### src/rtl/wb_arbiter2.sv
// Two-source round-robin arbiter feeding a one-entry registered output stage
// with valid/ready handshake and per-source acceptance counters.
module wb_arbiter2 #(
    parameter int WIDTH = 32,
    parameter int CNT_W = 16
) (
    input  logic             clk,
    input  logic             rst,
    input  logic             req0,
    input  logic [WIDTH-1:0] data0,
    output logic             ack0,
    input  logic             req1,
    input  logic [WIDTH-1:0] data1,
    output logic             ack1,
    output logic             out_valid,
    output logic [WIDTH-1:0] out_data,
    output logic             out_sel,
    input  logic             out_ready,
    output logic [CNT_W-1:0] cnt0,
    output logic [CNT_W-1:0] cnt1
);

    typedef enum logic {
        S_EMPTY = 1'b0,
        S_FULL  = 1'b1
    } state_t;

    state_t state;
    state_t state_nxt;

    logic last_sel;
    logic load_en;
    logic both_req;
    logic sel;
    logic grant;

    // Arbitration depends only on req, out_ready, state and last_sel; data
    // never reaches ack.
    always_comb begin
        load_en  = (state == S_EMPTY) || out_ready;
        both_req = req0 && req1;
        sel      = both_req ? ~last_sel : req1;
        grant    = load_en && (req0 || req1) && !rst;
    end

    assign ack0      = grant && !sel;
    assign ack1      = grant && sel;
    assign out_valid = (state == S_FULL);

    // NOTE: every signal written in a combinational block gets a default
    // first, otherwise an unassigned path infers a latch.
    always_comb begin
        state_nxt = state;
        case (state)
            S_EMPTY: begin
                if (grant) state_nxt = S_FULL;
            end
            S_FULL: begin
                if (grant)          state_nxt = S_FULL;
                else if (out_ready) state_nxt = S_EMPTY;
            end
            default: state_nxt = S_EMPTY;
        endcase
    end

    // NOTE: sequential state uses non-blocking assignments so every register
    // samples pre-edge values regardless of statement order.
    always_ff @(posedge clk or posedge rst) begin
        if (rst) state <= S_EMPTY;
        else     state <= state_nxt;
    end

    // last_sel resets to 1 so that source 0 wins the first tie.
    always_ff @(posedge clk or posedge rst) begin
        if (rst) begin
            out_data <= '0;
            out_sel  <= 1'b0;
            last_sel <= 1'b1;
        end else if (grant) begin
            out_data <= sel ? data1 : data0;
            out_sel  <= sel;
            last_sel <= sel;
        end
    end

    always_ff @(posedge clk or posedge rst) begin
        if (rst) begin
            cnt0 <= '0;
            cnt1 <= '0;
        end else begin
            if (ack0) cnt0 <= cnt0 + CNT_W'(1);
            if (ack1) cnt1 <= cnt1 + CNT_W'(1);
        end
    end

endmodule
### config.mk
export PLATFORM = sky130hd
export DESIGN_NAME = wb_arbiter2
export DESIGN_NICKNAME = d
export VERILOG_FILES = /design/src/rtl/wb_arbiter2.sv
export SDC_FILE = /design/constraint.sdc
export NUM_CORES = 1
export LEC_CHECK = 0
export ABC_AREA = 1
export ABC_CLOCK_PERIOD_IN_PS = 3200
export CORE_ASPECT_RATIO = 0.6
export CORE_MARGIN = 2
export CORE_UTILIZATION = 43
export DETAILED_ROUTE_END_ITERATION = 10
export PLACE_DENSITY = 0.81
export SLEW_MARGIN = 5
export SYNTH_ARGS = -nofsm -noshare
export SYNTH_HDL_FRONTEND = slang
export SYNTH_SLANG_ARGS = --single-unit
### constraint.sdc
create_clock -name clk -period 3.2 [get_ports clk]
set_input_delay 0.48 -clock clk [delete_from_list [all_inputs] [get_ports clk]]
set_output_delay 0.48 -clock clk [all_outputs]
set_load 0.005 [all_outputs]
# Yosys cells after proc, flatten, opt, wreduce, memory -nomap -nowiden
# Index checks and enable logic that the tools add are counted.
# classes
n_mux	6
n_addsub	2
n_reduce_logical	9
bitwise	2
# ops
operator	count
16-bit by 1-bit adder with 16-bit output, second input constant	2
32-bit 2-to-1 mux	1
1-bit logical AND	5
1-bit 2-to-1 mux	4
1-bit logical NOT	2
1-bit logical OR	2
1-bit inverter	2
1-bit case mux with 2 select lines	1
# word_totals
output_inout_bits	68
word_cells	25
register_bits	67
input_bits	69

# Longest topological paths before layout
# Gate-level depths: netlist of run 1.
# logic_depth
depth_word	6
depth_mapped	9
mapped_depth_nobuf	8

# Worst setup path before layout of run 1
# OpenSTA, ideal clock, no wires.
# synth_path
path_kind	in2out
from	input port rst
to	output port ack1
path_buffers	2
stages	5
arrival_ns	2.463
path_slack_ns	0.257
t_required_ns	2.720
cell_sequence	inv_1 nand2_1 nor2_1 buf_4 buf_6
# synth_between
elab_chain_cells	3
# synth_lines
element	line	source
start, declared	8	input logic rst,
1-bit logical NOT (no line)	--	
1-bit logical AND	43	grant = load_en && (req0 || req1) && !rst;
1-bit logical AND	47	assign ack1 = grant && sel;
end, declared	14	output logic ack1,
# Every way passes these cells.

# Worst setup path in the final report of run 1
# layout_path
from	input port req0
to	output port ack0
# layout_between
elab_chain_cells	4
elab_cells_between_ends	7
cone_classes	1 x mux; 6 x reduce/logical
# layout_lines
element	line	source
start, declared	9	input logic req0,
1-bit logical AND or 1-bit logical OR (tied branches)	41, 43	
1-bit 2-to-1 mux or 1-bit logical AND (tied branches)	42, 43	
1-bit logical NOT or 1-bit logical AND (tied branches)	46, 43	
1-bit logical AND *	46	assign ack0 = grant && !sel;
end, declared	11	output logic ack0,
# Every way passes the cells marked *; elsewhere a longest branch is shown, timed or not.

==> results of run 1 <==
## power breakdown
group / total, W / leakage (nW) / internal, W / switching [W]
clock network: 0.000918 / 0.141 / 0.000580 / 0.000337
logic: 0.000742 / 1.31 / 0.000448 / 0.000294
registers: 0.00115 / 0.846 / 0.00101 / 0.000141
total: 0.00281 / 2.29 / 0.00203 / 0.000772
## worst min-delay path by stage
stage / end / slack (ns) / cells after the start
floorplan: last_sel / 0.44 / 2
global placement: last_sel / 0.46 / 2
detailed placement: out_sel / 0.46 / 2
CTS: out_sel / 0.47 / 2
global route: last_sel / 0.51 / 2
finish: out_sel / 0.47 / 2
## flip-flops by register name, indices dropped and copies added (netlist names)
register	count
cnt1	16
out_sel	1
cnt0	16
last_sel	1
out_valid	1
out_data	32
## logic make-up after synthesis
family                   count (synthesis)  share of synthesized area
AND/OR/NAND/NOR                        287                      0.363
flip-flops                              67                      0.511
buffers and inverters                   49                     0.0697
XOR/XNOR                                13                     0.0347
AO/OA/AOI/OAI                            7                     0.0141
adder cells (fa/ha/maj)                  2                    0.00762
## routing by layer
| metal | up-vias | GRT usage | share of wire |
|---|---|---|---|
| met3 | 10 | 0.0931 | 0.096 |
| li1 | 1588 | - | - |
| met5 | - | 0 | 0 |
| met4 | 0 | 0.102 | 0.014 |
| met1 | 1448 | 0.282 | 0.43 |
| met2 | 126 | 0.361 | 0.46 |
## through the flow
step | hold WS (ns) | power (W) | setup slack [ns] | utilization
2_1_floorplan | 0.443 | 0.00142 | 0.257 | -
3_3_place_gp | 0.457 | 0.00188 | 0.736 | 0.645
3_5_place_dp | 0.462 | 0.00191 | 0.655 | 0.645
4_1_cts | 0.475 | 0.00285 | 0.646 | 0.683
5_1_grt | 0.509 | 0.00298 | 0.575 | 0.683
6_report | 0.474 | 0.00281 | 0.641 | 0.683
## tightest hold or removal path, stage by stage (launching register included)
cell and delay, ns:
dfrtp_1 0.34, nand2_1 0.05, nand2_1 0.05
## synth_stat cells
| cell type | instances |
|---|---|
| ha_1 | 2 |
| buf_4 | 3 |
| buf_2 | 8 |
| buf_6 | 3 |
| xnor2_1 | 7 |
| inv_1 | 33 |
| clkinv_2 | 1 |
| xor2_1 | 6 |
| nor2_2 | 1 |
| inv_2 | 1 |
| a21oi_4 | 1 |
| nand4_1 | 3 |
| nand3_2 | 2 |
| dfrtp_1 | 66 |
| dfstp_2 | 1 |
| nand3_1 | 48 |
| nand2_2 | 1 |
| o21ai_0 | 6 |
| nand2_1 | 196 |
| nand3b_1 | 8 |
| nor2_1 | 28 |
## final cells by class
| type | instances | area share |
|---|---|---|
| Tap cell | 104 | 0.0260 |
| Timing Repair Buffer | 141 | 0.279 |
| Inverter | 35 | 0.0265 |
| Multi-Input combinational cell | 309 | 0.277 |
| Clock buffer | 13 | 0.0540 |
| Sequential cell | 67 | 0.335 |
| Clock inverter | 2 | 0.00200 |
==> results.py, run 1 <==
metrics = {
    "die": {
        "num_rows": 24,
        "core_area_um2": 7330,
        "fp.dieW_um": 117,
        "start_util": 0.448,
        "die_area_um2": 8380,
        "top_level_ports": 137,
        "die_h_um": 71.7,
    },
    "placed_design": {
        "io_buffers": 136,
        "placedCellCount": 656,
        "hpwl_mm": 6.54,
        "place_area_um2": 4720,
        "place_congestion": 0.825,
    },
    "critical_path": {
        "crit_fanout": 11,
        "crit_family": "buffers and inverters",
        "crit_buf_inv": 3,
        "critPathLaunchType": "primary input",
        "slowest_delay_ns": 0.50,
        "cp.required_ns": 2.72,
        "crit_type": "primary input to primary output",
        "arrival_ns": 2.08,
        "cp.depth": 6,
        "path_cells": "clkdlybuf4s50_1 -> nand2_1 -> nand2_1 -> nand3_2 -> clkinv_2 -> clkdlybuf4s50_1",
        "crit_end": "ack0",
        "r2r_start": "last_sel",
        "rr_endpoint": "cnt0[13]",
        "cp-startpoint": "req0",
        "endpoint_kind": "primary output",
        "ff2ff_path_depth": 8,
        "crit_slowest_cell": "clkdlybuf4s50_1",
        "reg2reg_slack_ns": 1.25,
    },
    "sta": {
        "setup_tns_ns": 0,
        "skew_ns": 0.00400,
        "finalSetupViolCount": 0,
        "fmax_mhz": 391,
        "max_slew_margin": 0.433,
        "rsz0062_at_grt": "false",
        "drv_slew": 0,
        "period_needed_ns": 2.56,
        "finalCritPeriodShare": 0.800,
        "tightestPinTransition_ns": 0.850,
        "hold_viol_final": 0,
    },
    "clock_tree": {
        "cts_repair_resize_count": 0,
        "cts-buffers-inserted": 9,
        "worstSkewPairLatency_ns": 0.33,
        "clk_path_buf_depth": 2,
        "cts_tree": "done",
        "cts_hold_buffers": 0,
        "root_buffer": "clkbuf_16",
        "cts.sinks": 67,
        "clk_pin_slew_ns": 0.05,
        "postCtsSetupBuffers": 0,
        "htreeDepth": 3,
    },
    "synthesis": {
        "yosysUniqueCellTypes": 21,
        "synth_nets": 496,
        "seq_area_frac_synth": 0.511,
        "syn_area_um2": 3280,
        "avgSynthCellArea_um2": 7.73,
        "yosys-top-cells-area": "dfrtp_1 50%, nand2_1 22%, nand3_1 7.3%, inv_1 3.8%, nor2_1 3.2%",
        "ys_ff_latch": 67,
        "syn_inst": 425,
        "synth.top_cell.area_share": 0.503,
        "yosysWarnings": 0,
        "synth_top_area_cell": "dfrtp_1",
    },
    "global_route": {
        "grt_pass1_vias": 3156,
        "grt_max_degree": 68,
        "grt_usage": 0.230,
        "globalRouteOverflowTotal": 0,
        "grt_pass1_wl_mm": 14.7,
        "antenna_found_initial": 0,
    },
    "power": {
        "ir_drop_mv": 0.338,
        "leakage_nw": 2.29,
        "pwr_density_cell_nw_per_um2": 561,
    },
    "status": {
        "status": "finished clean",
    },
    "detailed_routing": {
        "ant_nets": 0,
        "drtIter0Drc": 205,
        "wl_mm": 9.05,
        "drt-vias-per-instance": 4.73,
        "vias": 3172,
        "dr.pass1.iters": 4,
        "drt-wirelength-per-cell_um": 13.5,
        "route.detailed.drc": 0,
    },
    "final_layout": {
        "drive_above_1_share": 0.0511,
        "regArea_um2": 1680,
        "syn2layout_area_growth_pct": 52.4,
        "antenna_cells": 0,
        "fin_area_um2": 5000,
        "nFillCells": 615,
        "fin_cells": 671,
        "multi_input_area_um2": 1390,
        "nets": 634,
        "layout_common_cells": "196 x nand2_1, 136 x clkdlybuf4s50_1, 66 x dfrtp_1",
        "final_common_cell": "nand2_1",
    },
    "worst_hold_path": {
        "min_path_type": "flip-flop to flip-flop",
        "worstHoldStart": "out_sel",
    },
    "flow_run": {
        "max-cap-violations": 0,
    },
}
Note: power is estimated with default switching activity, not from simulation.
==> inputs of run 2 (changes only) <==
--- a/config.mk
+++ b/config.mk
@@ -6,7 +6,7 @@
 export NUM_CORES = 1
 export LEC_CHECK = 0
 export ABC_AREA = 1
-export ABC_CLOCK_PERIOD_IN_PS = 3200
+export ABC_CLOCK_PERIOD_IN_PS = 2600
 export CORE_ASPECT_RATIO = 0.6
 export CORE_MARGIN = 2
 export CORE_UTILIZATION = 43
==> constraint.sdc (replaced) <==
create_clock -name clk -period 2.6 [get_ports clk]
set_input_delay 0.39 -clock clk [delete_from_list [all_inputs] [get_ports clk]]
set_output_delay 0.39 -clock clk [all_outputs]
set_load 0.005 [all_outputs]
==> results.py, run 2 (synthesis results as in run 1) <==
metrics = {
    "critical_path": {
        "endpoint_kind": "primary output",
        "critPathLaunchType": "primary input",
        "crit_type": "primary input to primary output",
        "cp.required_ns": 2.21,
        "r2r_start": "last_sel",
        "ff2ff_path_depth": 8,
        "rr_endpoint": "cnt0[11]",
        "arrival_ns": 1.77,
        "crit_fanout": 3,
        "reg2reg_slack_ns": 0.86,
    },
    "die": {
        "die_h_um": 71.7,
        "num_rows": 24,
        "fp.dieW_um": 117,
        "start_util": 0.448,
        "core_area_um2": 7330,
        "die_area_um2": 8380,
        "top_level_ports": 137,
    },
    "final_layout": {
        "multi_input_area_um2": 1390,
        "regMostFlops": "out_data",
        "drive_above_1_share": 0.0528,
        "top_regs": "out_data x32, cnt0 x16, cnt1 x16",
        "antenna_cells": 0,
        "layout_common_cells": "196 x nand2_1, 136 x clkdlybuf4s50_1, 66 x dfrtp_1",
        "fin_cells": 672,
        "nFillCells": 617,
        "syn2layout_area_growth_pct": 54.8,
        "largest_reg_flops": 32,
        "nets": 634,
        "final_common_cell": "nand2_1",
        "regArea_um2": 1680,
        "final_util": 0.694,
    },
    "global_route": {
        "grt_pass1_vias": 3199,
        "grt_pass1_wl_mm": 15.0,
        "grt_use_met1": 0.286,
        "met2_usage": 0.389,
        "grt_max_degree": 68,
        "grt-busiest-layer": "met2",
        "grt_usage": 0.230,
        "met3_usage": 0.0787,
        "globalRouteOverflowTotal": 0,
        "antenna_found_initial": 0,
    },
    "placed_design": {
        "hpwl_mm": 6.60,
        "placedCellCount": 656,
        "io_buffers": 136,
        "place_congestion": 0.824,
    },
    "sta": {
        "skew_ns": 0.00721,
        "rsz0062_at_grt": "false",
        "tightestPinTransition_ns": 0.830,
        "finalSetupViolCount": 0,
        "finalCritPeriodShare": 0.831,
        "max_slew_margin": 0.446,
        "drv_slew": 0,
        "period_needed_ns": 2.16,
        "fmax_mhz": 463,
        "setup_tns_ns": 0,
        "hold_viol_final": 0,
    },
    "power": {
        "ir_drop_mv": 0.447,
        "leakage_nw": 2.32,
        "power_w": 0.00373,
        "pwr_density_cell_nw_per_um2": 733,
    },
    "worst_hold_path": {
        "worstHoldStart": "last_sel",
        "hold-path-endpoint": "last_sel",
        "min_path_type": "flip-flop to flip-flop",
        "worstHoldPathCells": 2,
    },
    "status": {
        "status": "finished clean",
    },
    "clock_tree": {
        "cts_hold_buffers": 0,
        "cts_repair_resize_count": 0,
        "htreeDepth": 3,
        "root_buffer": "clkbuf_16",
        "cts-buffers-inserted": 9,
        "worstSkewPairLatency_ns": 0.32,
        "clk_pin_slew_ns": 0.05,
        "cts.sinks": 67,
        "postCtsSetupBuffers": 0,
        "clk_path_buf_depth": 2,
        "cts_tree": "done",
    },
    "detailed_routing": {
        "vias": 3183,
        "drt-vias-per-instance": 4.74,
        "route.detailed.drc": 0,
        "dr.pass1.iters": 4,
        "wl_mm": 9.04,
        "drtIter0Drc": 185,
        "ant_nets": 0,
        "drt-wirelength-per-cell_um": 13.4,
    },
    "flow_run": {
        "max-cap-violations": 0,
    },
}
[run 2: per-layer routing]
| layer | vias to the layer above | routed length [um] |
|---|---|---|
| met2 | 100 | 4280 |
| met5 | - | 0 |
| met4 | 0 | 83 |
| met3 | 7 | 677 |
| li1 | 1590 | - |
| met1 | 1486 | 4000 |
[run 2: worst max-delay path by stage]
stage / endpoint / start / slack (ns)
2_1_floorplan: ack1 / rst / 0.31
3_3_place_gp: ack0 / req0 / 0.46
3_5_place_dp: ack0 / req0 / 0.43
4_1_cts: ack0 / req0 / 0.43
5_1_grt: ack0 / req0 / 0.35
6_report: ack0 / req0 / 0.44
[run 2: cell type report]
| cell class | instances | area share |
|---|---|---|
| Timing Repair Buffer | 141 | 0.278 |
| Inverter | 35 | 0.0268 |
| Sequential cell | 67 | 0.330 |
| Multi-Input combinational cell | 309 | 0.272 |
| Tap cell | 104 | 0.0256 |
| Clock inverter | 5 | 0.0197 |
| Clock buffer | 11 | 0.0477 |
[run 2: critical path, cell delays in order]
cell             delay (ns)
clkdlybuf4s50_1        0.48
nand2_1                0.05
nand2_1                0.15
nand3_2                0.13
clkinv_2               0.07
clkdlybuf4s50_1        0.50
[run 2: per-stage QoR]
step           hold WS (ns)  cell area [um^2]  worst slack [ns]
2_1_floorplan         0.443              3290             0.312
3_3_place_gp          0.461              4740             0.460
3_5_place_dp          0.483              4740             0.432
4_1_cts               0.498              5080             0.430
5_1_grt               0.513              5080             0.352
6_report              0.492              5080             0.441
[run 2: power by group]
part	internal (W)	switching, W
clock	0.000959	0.000431
sequential	0.00124	0.000174
combinational	0.000556	0.000368
total	0.00275	0.000973
==> inputs of run 3 (changes only) <==
--- a/config.mk
+++ b/config.mk
@@ -6,7 +6,7 @@
 export NUM_CORES = 1
 export LEC_CHECK = 0
 export ABC_AREA = 1
-export ABC_CLOCK_PERIOD_IN_PS = 2600
+export ABC_CLOCK_PERIOD_IN_PS = 2100
 export CORE_ASPECT_RATIO = 0.6
 export CORE_MARGIN = 2
 export CORE_UTILIZATION = 43
==> constraint.sdc (replaced) <==
create_clock -name clk -period 2.1 [get_ports clk]
set_input_delay 0.315 -clock clk [delete_from_list [all_inputs] [get_ports clk]]
set_output_delay 0.315 -clock clk [all_outputs]
set_load 0.005 [all_outputs]
==> results.py, run 3 (synthesis results as in run 1) <==
metrics = {
    "clock_tree": {
        "cts_hold_buffers": 0,
        "root_buffer": "clkbuf_16",
        "cts.sinks": 67,
        "clk_path_buf_depth": 2,
        "cts_tree": "done",
        "clk_pin_slew_ns": 0.05,
        "worstSkewPairLatency_ns": 0.32,
        "htreeDepth": 3,
        "cts-buffers-inserted": 9,
    },
    "global_route": {
        "grt_usage": 0.222,
        "grt_max_degree": 68,
        "antenna_found_initial": 0,
        "grt_pass1_vias": 3115,
        "grt_use_met1": 0.277,
        "grt_pass1_wl_mm": 14.3,
        "globalRouteOverflowTotal": 0,
        "met3_usage": 0.0948,
        "grt-busiest-layer": "met2",
        "met2_usage": 0.356,
    },
    "die": {
        "fp.dieW_um": 117,
        "core_area_um2": 7330,
        "die_area_um2": 8380,
        "top_level_ports": 137,
        "start_util": 0.448,
        "die_h_um": 71.7,
        "num_rows": 24,
    },
    "status": {
        "status": "finished clean",
    },
    "detailed_routing": {
        "drtIter0Drc": 144,
        "drt-vias-per-instance": 4.77,
        "route.detailed.drc": 0,
        "vias": 3203,
        "drt-wirelength-per-cell_um": 13.2,
        "wl_mm": 8.87,
        "ant_nets": 0,
        "dr.pass1.iters": 7,
    },
    "sta": {
        "fmax_mhz": 497,
        "max_slew_margin": 0.443,
        "hold_viol_final": 0,
        "timing.hold.ws_ns": 0.466,
        "drv_slew": 0,
        "period_needed_ns": 2.01,
        "finalCritPeriodShare": 0.959,
        "finalSetupViolCount": 0,
        "tightestPinTransition_ns": 0.835,
        "skew_ns": 0.00672,
        "setup_tns_ns": 0,
        "rsz0062_at_grt": "false",
    },
    "critical_path": {
        "critPathLaunchType": "primary input",
        "cp.required_ns": 1.78,
        "crit_fanout": 2,
        "endpoint_kind": "primary output",
        "crit_type": "primary input to primary output",
        "arrival_ns": 1.70,
    },
    "placed_design": {
        "place_congestion": 0.845,
        "place_area_um2": 4730,
        "hpwl_mm": 6.40,
        "placedCellCount": 656,
        "io_buffers": 136,
    },
    "final_layout": {
        "syn2layout_area_growth_pct": 54.8,
        "drive_above_1_share": 0.0563,
        "fin_area_um2": 5080,
        "multi_input_area_um2": 1390,
        "regArea_um2": 1680,
        "final_util": 0.694,
        "layout_common_cells": "195 x nand2_1, 135 x clkdlybuf4s50_1, 66 x dfrtp_1",
        "largest_reg_flops": 32,
        "top_regs": "out_data x32, cnt0 x16, cnt1 x16",
        "regMostFlops": "out_data",
        "nets": 634,
        "final_common_cell": "nand2_1",
        "antenna_cells": 0,
        "nFillCells": 628,
        "fin_cells": 672,
    },
    "worst_hold_path": {
        "min_path_type": "flip-flop to flip-flop",
    },
    "power": {
        "ir_drop_mv": 0.447,
        "pwr_density_cell_nw_per_um2": 906,
        "leakage_nw": 2.34,
    },
    "flow_run": {
        "max-cap-violations": 0,
    },
}
run 3: cell types whose count changed in the layout (fill, tap and decap cells not counted), sizes merged:
cell and delta:
clkbuf -1, clkdlybuf4s50 -1, clkinv +1, dlymetal6s2s +1
run 3: where the power goes:
group | leakage (nW) | total [W] | switching, W | internal (W)
Combinational | 1.32 | 0.00113 | 0.000443 | 0.000683
Sequential | 0.846 | 0.00175 | 0.000219 | 0.00153
Clock | 0.173 | 0.00173 | 0.000538 | 0.00119
Total | 2.34 | 0.00461 | 0.00120 | 0.00341
run 3: worst max-delay path: stages:
cell             delay [ns]
clkdlybuf4s50_1        0.50
clkinvlp_4             0.11
nand2_1                0.10
nor2_4                 0.13
clkdlybuf4s50_1        0.54
run 3: layer usage:
metal	vias up	wire length, um
li1	1587	-
met1	1500	3840
met2	105	4150
met3	11	760
met4	0	115
met5	-	0
run 3: worst paths after layout:
| path | to | cells after the start | slack [ns] | startpoint |
|---|---|---|---|---|
| max | ack1 | 5 | 0.09 | rst |
| min | last_sel | 2 | 0.47 | last_sel |
| max reg2reg | cnt0[13] | 8 | 0.41 | last_sel |
| min reg2reg | last_sel | 2 | 0.47 | last_sel |
| max in group asynchronous | cnt1[4] | 3 | 0.82 | rst |
| min in group asynchronous | out_valid | 3 | 0.73 | rst |
run 3: area by class of cell:
cell class	count	share of cell area
repair buffers	141	0.276
inverters	35	0.0268
clock buffers	10	0.0470
well taps	104	0.0256
multi-input cells	309	0.273
flip-flops and latches	67	0.330
clock inverters	6	0.0221
run 3: timing repair:
item | 4_1_cts | 5_1_grt
buffers inserted | 0 | 0
endpoints found under the setup margin | 0 | 1
hold endpoints to repair | 0 | 0
gates resized for setup | 0 | 2
run 3: through the flow:
stage / total power [W] / worst slack (ns)
2_1_floorplan: 0.00216 / -0.000932
3_3_place_gp: 0.00286 / 0.107
3_5_place_dp: 0.00290 / 0.0783
4_1_cts: 0.00466 / 0.0130
5_1_grt: 0.00486 / 0.0227
6_report: 0.00461 / 0.0862
